--- src/rtl/rom_read_arbiter_pkg.sv ---
// Shared types and helpers for the round-robin ROM read arbiter.
// The state encoding is fixed so that IDLE is 1'b0 and BURST is 1'b1.
package rom_read_arbiter_pkg;

  typedef enum logic {
    S_IDLE  = 1'b0,
    S_BURST = 1'b1
  } state_t;

  // Width of a requester index; never less than one bit.
  function automatic int idx_width(input int n);
    return (n <= 2) ? 1 : $clog2(n);
  endfunction

endpackage

--- src/rtl/rr_priority_picker.sv ---
// Combinational round-robin picker. It returns the first request bit found
// when searching upward from ptr+1, wrapping modulo p_NUM_REQ.
module rr_priority_picker
  import rom_read_arbiter_pkg::*;
#(
  parameter int p_NUM_REQ   = 4,
  parameter int p_IDX_WIDTH = idx_width(p_NUM_REQ)
) (
  input  logic [p_NUM_REQ-1:0]   req,
  input  logic [p_IDX_WIDTH-1:0] ptr,
  output logic [p_NUM_REQ-1:0]   winner,
  output logic [p_IDX_WIDTH-1:0] winner_idx,
  output logic                   found
);

  // cand[k] holds the requester index that has priority rank k.
  logic [p_IDX_WIDTH-1:0] cand [p_NUM_REQ];

  genvar gi;
  generate
    for (gi = 0; gi < p_NUM_REQ; gi++) begin : g_cand
      assign cand[gi] = p_IDX_WIDTH'((int'(ptr) + gi + 1) % p_NUM_REQ);
    end
  endgenerate

  always_comb begin
    winner     = '0;
    winner_idx = '0;
    found      = 1'b0;
    for (int k = 0; k < p_NUM_REQ; k++) begin
      if (!found && req[cand[k]]) begin
        found      = 1'b1;
        winner_idx = cand[k];
      end
    end
    if (found) begin
      winner[winner_idx] = 1'b1;
    end
  end

endmodule

--- src/rtl/rom_read_arbiter.sv ---
// Shares one single-port synchronous ROM (1-cycle latency) among several
// requesters; each grant is a locked burst of sequential, wrapping reads.
module rom_read_arbiter
  import rom_read_arbiter_pkg::*;
#(
  parameter int p_NUM_REQ    = 4,
  parameter int p_ADDR_WIDTH = 4,
  parameter int p_DATA_WIDTH = 8,
  parameter int p_LEN_WIDTH  = 3
) (
  input  logic                              i_CLK,
  input  logic                              i_RESET,
  input  logic [p_NUM_REQ-1:0]              i_REQ,
  input  logic [p_NUM_REQ*p_ADDR_WIDTH-1:0] i_ADDR,
  input  logic [p_NUM_REQ*p_LEN_WIDTH-1:0]  i_LEN,
  output logic [p_NUM_REQ-1:0]              o_GRANT,
  output logic                              o_BUSY,
  output logic [p_NUM_REQ-1:0]              o_VALID,
  output logic                              o_LAST,
  output logic [p_DATA_WIDTH-1:0]           o_DATA,
  output logic                              o_ROM_READ_ENABLE,
  output logic [p_ADDR_WIDTH-1:0]           o_ROM_ADDRESS,
  input  logic [p_DATA_WIDTH-1:0]           i_ROM_DATA
);

  localparam int IW = idx_width(p_NUM_REQ);

  state_t                  state_reg, state_next;
  logic [IW-1:0]           ptr_reg;
  logic [IW-1:0]           owner_reg;
  logic [p_ADDR_WIDTH-1:0] addr_reg;
  logic [p_LEN_WIDTH-1:0]  cnt_reg;
  logic [p_NUM_REQ-1:0]    valid_reg;
  logic                    last_reg;

  logic [p_NUM_REQ-1:0]    pick_onehot;
  logic [IW-1:0]           pick_idx;
  logic                    pick_found;
  logic                    accept;

  logic [p_ADDR_WIDTH-1:0] req_addr [p_NUM_REQ];
  logic [p_LEN_WIDTH-1:0]  req_len  [p_NUM_REQ];

  genvar gi;
  generate
    for (gi = 0; gi < p_NUM_REQ; gi++) begin : g_unpack
      assign req_addr[gi] = i_ADDR[gi*p_ADDR_WIDTH +: p_ADDR_WIDTH];
      assign req_len[gi]  = i_LEN[gi*p_LEN_WIDTH +: p_LEN_WIDTH];
    end
  endgenerate

  rr_priority_picker #(
    .p_NUM_REQ  (p_NUM_REQ),
    .p_IDX_WIDTH(IW)
  ) u_picker (
    .req       (i_REQ),
    .ptr       (ptr_reg),
    .winner    (pick_onehot),
    .winner_idx(pick_idx),
    .found     (pick_found)
  );

  assign accept = (state_reg == S_IDLE) && pick_found;

  always_comb begin
    state_next = state_reg;
    case (state_reg)
      S_IDLE:  if (pick_found) state_next = S_BURST;
      S_BURST: if (cnt_reg == '0) state_next = S_IDLE;
      default: state_next = S_IDLE;
    endcase
  end

  always_ff @(posedge i_CLK) begin
    if (i_RESET) begin
      state_reg <= S_IDLE;
      ptr_reg   <= IW'(p_NUM_REQ - 1);
      owner_reg <= '0;
      addr_reg  <= '0;
      cnt_reg   <= '0;
      valid_reg <= '0;
      last_reg  <= 1'b0;
    end else begin
      state_reg <= state_next;
      valid_reg <= '0;
      last_reg  <= 1'b0;
      if (accept) begin
        addr_reg  <= req_addr[pick_idx];
        cnt_reg   <= req_len[pick_idx];
        owner_reg <= pick_idx;
        ptr_reg   <= pick_idx;
      end
      // Return tags are registered so they line up with the ROM's 1-cycle data.
      if (state_reg == S_BURST) begin
        addr_reg  <= addr_reg + p_ADDR_WIDTH'(1);
        if (cnt_reg != '0) cnt_reg <= cnt_reg - p_LEN_WIDTH'(1);
        valid_reg <= p_NUM_REQ'(1) << owner_reg;
        last_reg  <= (cnt_reg == '0);
      end
    end
  end

  assign o_GRANT           = (accept && !i_RESET) ? pick_onehot : '0;
  assign o_ROM_READ_ENABLE = (state_reg == S_BURST);
  assign o_ROM_ADDRESS     = (state_reg == S_BURST) ? addr_reg : '0;
  assign o_VALID           = valid_reg;
  assign o_LAST            = last_reg;
  assign o_DATA            = (|valid_reg) ? i_ROM_DATA : '0;
  assign o_BUSY            = (state_reg == S_BURST) || (|valid_reg);

endmodule
--- config.mk ---
export PLATFORM = sky130hd
export DESIGN_NAME = rom_read_arbiter
export DESIGN_NICKNAME = d
export VERILOG_FILES = /design/src/rtl/rom_read_arbiter_pkg.sv /design/src/rtl/rr_priority_picker.sv /design/src/rtl/rom_read_arbiter.sv
export SDC_FILE = /design/constraint.sdc
export NUM_CORES = 1
export LEC_CHECK = 0
export CAP_MARGIN = 5
export CORE_UTILIZATION = 42
export CTS_CLUSTER_SIZE = 14
export DETAILED_ROUTE_END_ITERATION = 8
export GPL_ROUTABILITY_DRIVEN = 0
export GPL_TIMING_DRIVEN = 0
export PLACE_DENSITY = 0.83
export SYNTH_ARGS = -nofsm -noshare
export SYNTH_HDL_FRONTEND = slang
export SYNTH_SLANG_ARGS = --single-unit
export TNS_END_PERCENT = 20
--- constraint.sdc ---
create_clock -name i_CLK -period 3.41 [get_ports i_CLK]
set_clock_uncertainty 0.2 [all_clocks]
set_input_delay 0.682 -clock i_CLK [delete_from_list [all_inputs] [get_ports i_CLK]]
set_output_delay 0.682 -clock i_CLK [all_outputs]
set_load 0.005 [all_outputs]
==> flow_summary.json, run 1 <==
{
  "clock.fmax_ghz": 0.298,
  "p_switching_w": 0.000251,
  "worstSetupPathType": "in -> out",
  "dr.pass1.iters": 4,
  "power_frac_seq": 0.354,
  "ys_seq_area_frac": 0.281,
  "leakage_nw": 0.765,
  "end_kind": "output port",
  "grt_pass1_vias": 1389,
  "peakVddDrop_mv": 0.411,
  "cp_data_required_time_ns": 2.53,
  "hold_slack_ns": 0.311,
  "drtIter0Drc": 50,
  "worstMarginPinSlew_ns": 0.757,
  "routed_wl_um": 3490,
  "whs_path_depth": 1,
  "drive_above_1_share": 0.115,
  "placed_cell_area_um2": 1860,
  "synthFlopType": "dfxtp_1",
  "cts_tree": "yes",
  "power.density_nw_per_um2": 376,
  "ys_ff_latch": 17,
  "comb_power_share": 0.496,
  "fin_nets": 264,
  "cts_buffer_depth": 2,
  "crit_arrival_ns": 2.47,
  "area_growth_pct": 58.7,
  "fin_crit_sh": 0.984,
  "drv_cap": 0,
  "synth_fp_nets": 197,
  "cp-start-kind": "input pin",
  "track_usage": 0.232,
  "netlist_area_um2": 1210,
  "critical_path.max_fanout": 10,
  "async_reset_ff_frac": 0,
  "reg2reg_depth": 7,
  "whs_endpoint": "o_LAST",
  "cts.clk_slew.worst_paths_ns": 0.09,
  "setup.worst_path.start": "i_REQ[0]",
  "htreeDepth": 1,
  "synth.most_common_cell": "dfxtp_1",
  "dp_cells": 244,
  "syn-instance-count": 152,
  "clk_root_buffer_cell": "clkbuf_4",
  "fin_crit_ns": 3.35,
  "dieArea_um2": 3100,
  "power_frac_clock": 0.151,
  "hold_viol": 0,
  "final_util": 0.703,
  "drc": 0,
  "switching_share": 0.347,
  "finalSetupViolCount": 0,
  "rrSetupSlack_ns": 1.24,
  "clk_latency_ns": 0.29,
  "die_h_um": 55.7,
  "grt_antenna_before_repair": 0,
  "r2r_end": "cnt_reg[1]",
  "slew_headroom": 0.491,
  "hold_start": "cnt_reg[2]",
  "final_area_um2": 1920,
  "dp.final_hpwl_um": 2840,
  "n_fill_cell": 218,
  "overflow": 0,
  "num_rows": 19,
  "fin_cells": 249,
  "clock-sinks": 17,
  "wl_per_cell_um": 14.0,
  "syn_avg_cell_area_um2": 7.97,
  "hp-class": "reg -> reg",
  "rsz0062_at_grt": "false",
  "yosysTopAreaCellShare": 0.281,
  "ant_nets": 0,
  "core_area_um2": 2730,
  "synth_top_area_cell": "dfxtp_1",
  "grt_pass1_wl_um": 5790,
  "setup_tns_ns": 0,
  "vias_per_cell": 5.64,
  "grt_max_degree": 11,
  "dieWidth_um": 55.7,
  "yosys_warnings": 0,
  "numCtsBuffers": 3,
  "p_int_w": 0.000472,
  "yosys-top-cells-count": "dfxtp_1, a21oi_1, nand2_1",
  "synth-edff-count": 0,
  "timing.rr.start": "ptr_reg[0]",
  "pin_count": 65,
  "portBuffers": 61,
  "hold_buffers": 0,
  "antenna_cells": 0,
  "initial_utilization": 0.443,
  "synth_area_leaders": "dfxtp_1, a21oi_1, nor2b_1, mux2i_1, mux2_2",
  "status": "finished clean",
  "yosysUniqueCellTypes": 40,
  "drv_slew": 0,
  "vias": 1405
}
## cell families (layout without fill, tap and decap cells)
logic type / after synthesis / count (layout) / share of synthesized area
XOR/XNOR: 1 / 1 / 0.00723
AND/OR/NAND/NOR: 63 / 63 / 0.285
flip-flops: 17 / 17 / 0.281
AO/OA/AOI/OAI: 42 / 42 / 0.243
adder cells (fa/ha/maj): 3 / 3 / 0.0310
multiplexers: 11 / 11 / 0.0961
buffers and inverters: 15 / 81 / 0.0568
## worst max-delay path: stages
cell             delay [ns]
dlygate4sd2_1          0.30
nor4_2                 0.46
or2_2                  0.24
buf_2                  0.23
nor3b_1                0.08
clkdlybuf4s50_1        0.47
## layer usage
metal,track usage,part of all wire
met5,0,0
met4,0.0286,0.0066
met3,0.0558,0.051
met2,0.473,0.56
met1,0.241,0.39
## layout make-up
class | instances | area, um2 | share of cell area
buffer | 9 | 48.8 | 0.0254
clock buffer | 4 | 26.3 | 0.0137
inverter | 6 | 22.5 | 0.0117
multi-input combinational | 120 | 831 | 0.432
sequential | 17 | 340 | 0.177
tap | 31 | 38.8 | 0.0202
timing repair buffer | 62 | 614 | 0.320
## power groups by stage
stage,logic [W],clock network (W),registers [W]
floorplan,0.000208,0,0.000253
global placement,0.000334,0,0.000256
detailed placement,0.000346,0,0.000259
CTS,0.000355,0.000112,0.000254
global route,0.000391,0.000121,0.000260
finish,0.000358,0.000109,0.000256
## how the worst max path moves through the flow
stage / end / cells past startpoint / slack, ns
global route: o_GRANT[0] / 8 / 0.001
floorplan: o_GRANT[0] / 7 / 0.72
finish: o_GRANT[2] / 6 / 0.06
CTS: o_GRANT[1] / 5 / -0.003
global placement: o_GRANT[3] / 6 / -0.33
detailed placement: o_GRANT[0] / 7 / -0.34
## layout by cell type, fill, tap and decap left out, types with 2 or more instances in the layout
| master | netlist | routed |
|---|---|---|
| and2_1 | 4 | 4 |
| clkbuf_1 | 4 | 5 |
| nor4_2 | 0 | 3 |
| a21oi_1 | 16 | 15 |
| inv_1 | 6 | 6 |
| clkbuf_4 | 0 | 3 |
| nand2b_1 | 6 | 6 |
| a31oi_1 | 2 | 2 |
| nand2_1 | 14 | 14 |
| buf_2 | 4 | 3 |
| a211o_1 | 2 | 2 |
| dfxtp_1 | 17 | 17 |
| clkdlybuf4s50_1 | 0 | 58 |
| ha_1 | 3 | 3 |
| o21ai_0 | 7 | 6 |
| nand3_1 | 4 | 4 |
| nor2b_1 | 10 | 10 |
| nor3b_1 | 6 | 6 |
| nor3_1 | 3 | 3 |
| a311oi_1 | 2 | 2 |
| buf_4 | 0 | 2 |
| nor2_1 | 8 | 8 |
| mux2_2 | 5 | 5 |
| a21o_1 | 2 | 2 |
| mux2i_1 | 6 | 6 |
## per-stage QoR
step,power (W),setup WS (ns)
4_1_cts,0.000721,-0.00323
3_5_place_dp,0.000605,-0.336
3_3_place_gp,0.000591,-0.331
5_1_grt,0.000772,0.00147
2_1_floorplan,0.000461,0.715
6_report,0.000723,0.0551
## what timing repair did
item                       in CTS  in global routing
cloned                          0                  0
buffers inserted                1                  0
resized for setup               6                  5
setup endpoints to repair       4                  3
Power figures use the tool's default switching activity.
==> run 2: changes to the inputs <==
--- a/config.mk
+++ b/config.mk
@@ -12,6 +12,7 @@
 export GPL_ROUTABILITY_DRIVEN = 0
 export GPL_TIMING_DRIVEN = 0
 export PLACE_DENSITY = 0.83
+export SLEW_MARGIN = 0
 export SYNTH_ARGS = -nofsm -noshare
 export SYNTH_HDL_FRONTEND = slang
 export SYNTH_SLANG_ARGS = --single-unit
==> results of run 2 <==
No change in the layout: final DEF, timing and power equal those of run 1.
==> run 3: changes to the inputs <==
--- a/config.mk
+++ b/config.mk
@@ -5,13 +5,16 @@
 export SDC_FILE = /design/constraint.sdc
 export NUM_CORES = 1
 export LEC_CHECK = 0
+export ABC_AREA = 1
 export CAP_MARGIN = 5
-export CORE_UTILIZATION = 42
+export CORE_UTILIZATION = 46
+export CTS_CLUSTER_DIAMETER = 60
 export CTS_CLUSTER_SIZE = 14
 export DETAILED_ROUTE_END_ITERATION = 8
 export GPL_ROUTABILITY_DRIVEN = 0
 export GPL_TIMING_DRIVEN = 0
-export PLACE_DENSITY = 0.83
+export PLACE_DENSITY = 0.84
+export SKIP_LAST_GASP = 1
 export SLEW_MARGIN = 0
 export SYNTH_ARGS = -nofsm -noshare
 export SYNTH_HDL_FRONTEND = slang
==> flow_summary.json, run 3 <==
{
  "status": "complete, but fails checks",
  "violations": "negative setup slack",
  "clock.fmax_ghz": 0.285,
  "yosys_warnings": 0,
  "num_rows": 20,
  "fin_nets": 355,
  "cts_buffer_depth": 2,
  "async_reset_ff_frac": 0,
  "switching_share": 0.507,
  "total_power_w": 0.00199,
  "crit_arrival_ns": 2.63,
  "yosys-top-cells-count": "nand2_1, inv_1, nor2_1",
  "drv_slew": 0,
  "dr.pass1.iters": 4,
  "synthFlopType": "dfxtp_1",
  "synth_fp_nets": 283,
  "power.density_nw_per_um2": 881,
  "track_usage": 0.207,
  "end_kind": "output port",
  "hold_viol": 0,
  "crit_top_cell": "nand2_1",
  "slew_headroom": 0.217,
  "mostFrequentLayoutCells": "nand2_1, clkdlybuf4s50_1, inv_1",
  "power_frac_seq": 0.158,
  "path_buf_inv": 4,
  "htreeDepth": 1,
  "overflow": 0,
  "dieWidth_um": 59.1,
  "clk_root_buffer_cell": "clkbuf_4",
  "met3_usage": 0.0349,
  "ys_seq_area_frac": 0.227,
  "worst_slack_ns": -0.104,
  "seqCellArea_um2": 340,
  "grt_busiest_layer": "met2",
  "synth_top_area_cell": "dfxtp_1",
  "fin_crit_sh": 1.03,
  "dieArea_um2": 3490,
  "numCtsBuffers": 3,
  "drc": 0,
  "hp-class": "reg -> reg",
  "clk_latency_ns": 0.28,
  "critical_path.max_fanout": 5,
  "finalSetupViolCount": 2,
  "critPathMaxStageDelay_ns": 0.51,
  "fin_crit_ns": 3.51,
  "initial_utilization": 0.487,
  "cp_data_required_time_ns": 2.53,
  "drtIter0Drc": 36,
  "syn-instance-count": 238,
  "core_area_um2": 3080,
  "wl_per_cell_um": 9.92,
  "syn_avg_cell_area_um2": 6.29,
  "drv_cap": 0,
  "synth.most_common_cell": "nand2_1",
  "fin_cells": 353,
  "comb_power_share": 0.788,
  "vias": 1694,
  "power_frac_clock": 0.053,
  "grt_pass1_vias": 1529,
  "cts_tree": "yes",
  "vias_per_cell": 4.80,
  "area_growth_pct": 51.0,
  "grt_antenna_before_repair": 0,
  "yosysTopAreaCellShare": 0.227,
  "ant_nets": 0,
  "n_fill_cell": 263,
  "yosysUniqueCellTypes": 33,
  "portBuffers": 63,
  "p_int_w": 0.000982,
  "ys_ff_latch": 17,
  "dp_cells": 345,
  "cp_top_family": "buffers and inverters",
  "worstMarginPinSlew_ns": 1.16,
  "peakVddDrop_mv": 0.593,
  "netlist_area_um2": 1500,
  "crit_chain": "clkdlybuf4s50_1, inv_1, nand2_1, nand2_1, nand2_1, nand2_1, nand3_4, inv_2, nor2_8, nand2_2, nor2_1, clkdlybuf4s50_1",
  "cp-start-kind": "input pin",
  "clock-sinks": 17,
  "grt_max_degree": 11,
  "drive_above_1_share": 0.152,
  "die_h_um": 59.1,
  "cts.clk_slew.worst_paths_ns": 0.10,
  "antenna_cells": 0,
  "synth-edff-count": 0,
  "layout_commonest_cell": "nand2_1",
  "met1_usage": 0.212,
  "p_switching_w": 0.00101,
  "cp_slowest_cell": "clkdlybuf4s50_1",
  "grt_pass1_wl_um": 5780,
  "pin_count": 65,
  "multi_input_area_um2": 988,
  "hold_slack_ns": 0.271,
  "rsz0062_at_grt": "true",
  "leakage_nw": 1.13,
  "routed_wl_um": 3500,
  "final_util": 0.735,
  "worstSetupPathType": "in -> out",
  "synth_area_leaders": "dfxtp_1, nand2_1, inv_1, nor2_1, nand3_1",
  "dp.final_hpwl_um": 2860,
  "met2_usage": 0.430
}
[run 3: changes by cell type in the layout (fill, tap and decap cells not counted), sizes merged, moves of 6 or more]
cell,before,now
nor2,8,30
nor2b,10,0
nand2,14,94
a21oi,16,9
nor3b,6,0
inv,6,37
o21ai,8,2
nand2b,6,0
nand3,4,21
mux2i,6,0
[run 3: layout make-up]
cell class              instances  share of cell area
plain buffers                   4              0.0138
clock buffers                   3             0.00996
clock inverters                 1             0.00221
inverters                      38              0.0642
multi-input cells             179               0.437
flip-flops and latches         17               0.151
well taps                      44              0.0243
repair buffers                 67               0.298
[run 3: worst paths after layout]
path                start     endpoint  slack [ns]  cells past startpoint
min          owner_reg[0]   o_VALID[0]        0.27                      1
min reg2reg  owner_reg[0]   o_VALID[0]        0.27                      1
max              i_REQ[0]   o_GRANT[1]       -0.10                     12
max reg2reg    ptr_reg[1]  addr_reg[0]        1.13                     15
[run 3: routing by layer]
| layer | part of all wire | vias to the layer above |
|---|---|---|
| met5 | 0 | - |
| met4 | 0.0089 | 0 |
| met3 | 0.073 | 7 |
| met2 | 0.51 | 65 |
| met1 | 0.41 | 736 |
| li1 | - | 886 |
[run 3: cell families after synthesis]
| family | Yosys count | synth area share |
|---|---|---|
| adders and majority gates | 3 | 0.0251 |
| DFF | 17 | 0.227 |
| AOI/OAI and AO/OA | 20 | 0.0869 |
| xor gates and xnor gates | 3 | 0.0175 |
| and+or+nand+nor | 153 | 0.527 |
| buffers and inverters | 42 | 0.116 |
[run 3: stage by stage]
stage / TNS, ns / area [um2] / setup WS [ns]
6_report: -0.206 / 2260 / -0.104
5_1_grt: -0.547 / 2260 / -0.226
4_1_cts: -0.378 / 2230 / -0.150
3_5_place_dp: -1.24 / 2180 / -0.319
3_3_place_gp: -1.10 / 2180 / -0.284
2_1_floorplan: 0 / 1500 / 0.876
[run 3: power by group through the flow]
stage / Combinational [W] / Clock (W) / Sequential [W]
after floorplan: 0.00109 / 0 / 0.000312
after global placement: 0.00144 / 0 / 0.000318
after detailed placement: 0.00146 / 0 / 0.000320
after CTS: 0.00149 / 0.000106 / 0.000315
after global routing: 0.00174 / 0.000117 / 0.000325
final: 0.00157 / 0.000106 / 0.000316
[run 3: what timing repair did]
| action | in CTS | in global routing |
|---|---|---|
| pin swaps | 2 | 2 |
| gates cloned | 0 | 0 |
| endpoints found under the setup margin | 4 | 4 |
| buffers inserted | 2 | 2 |
| gates resized for setup | 4 | 1 |
| hold buffers | 0 | 0 |
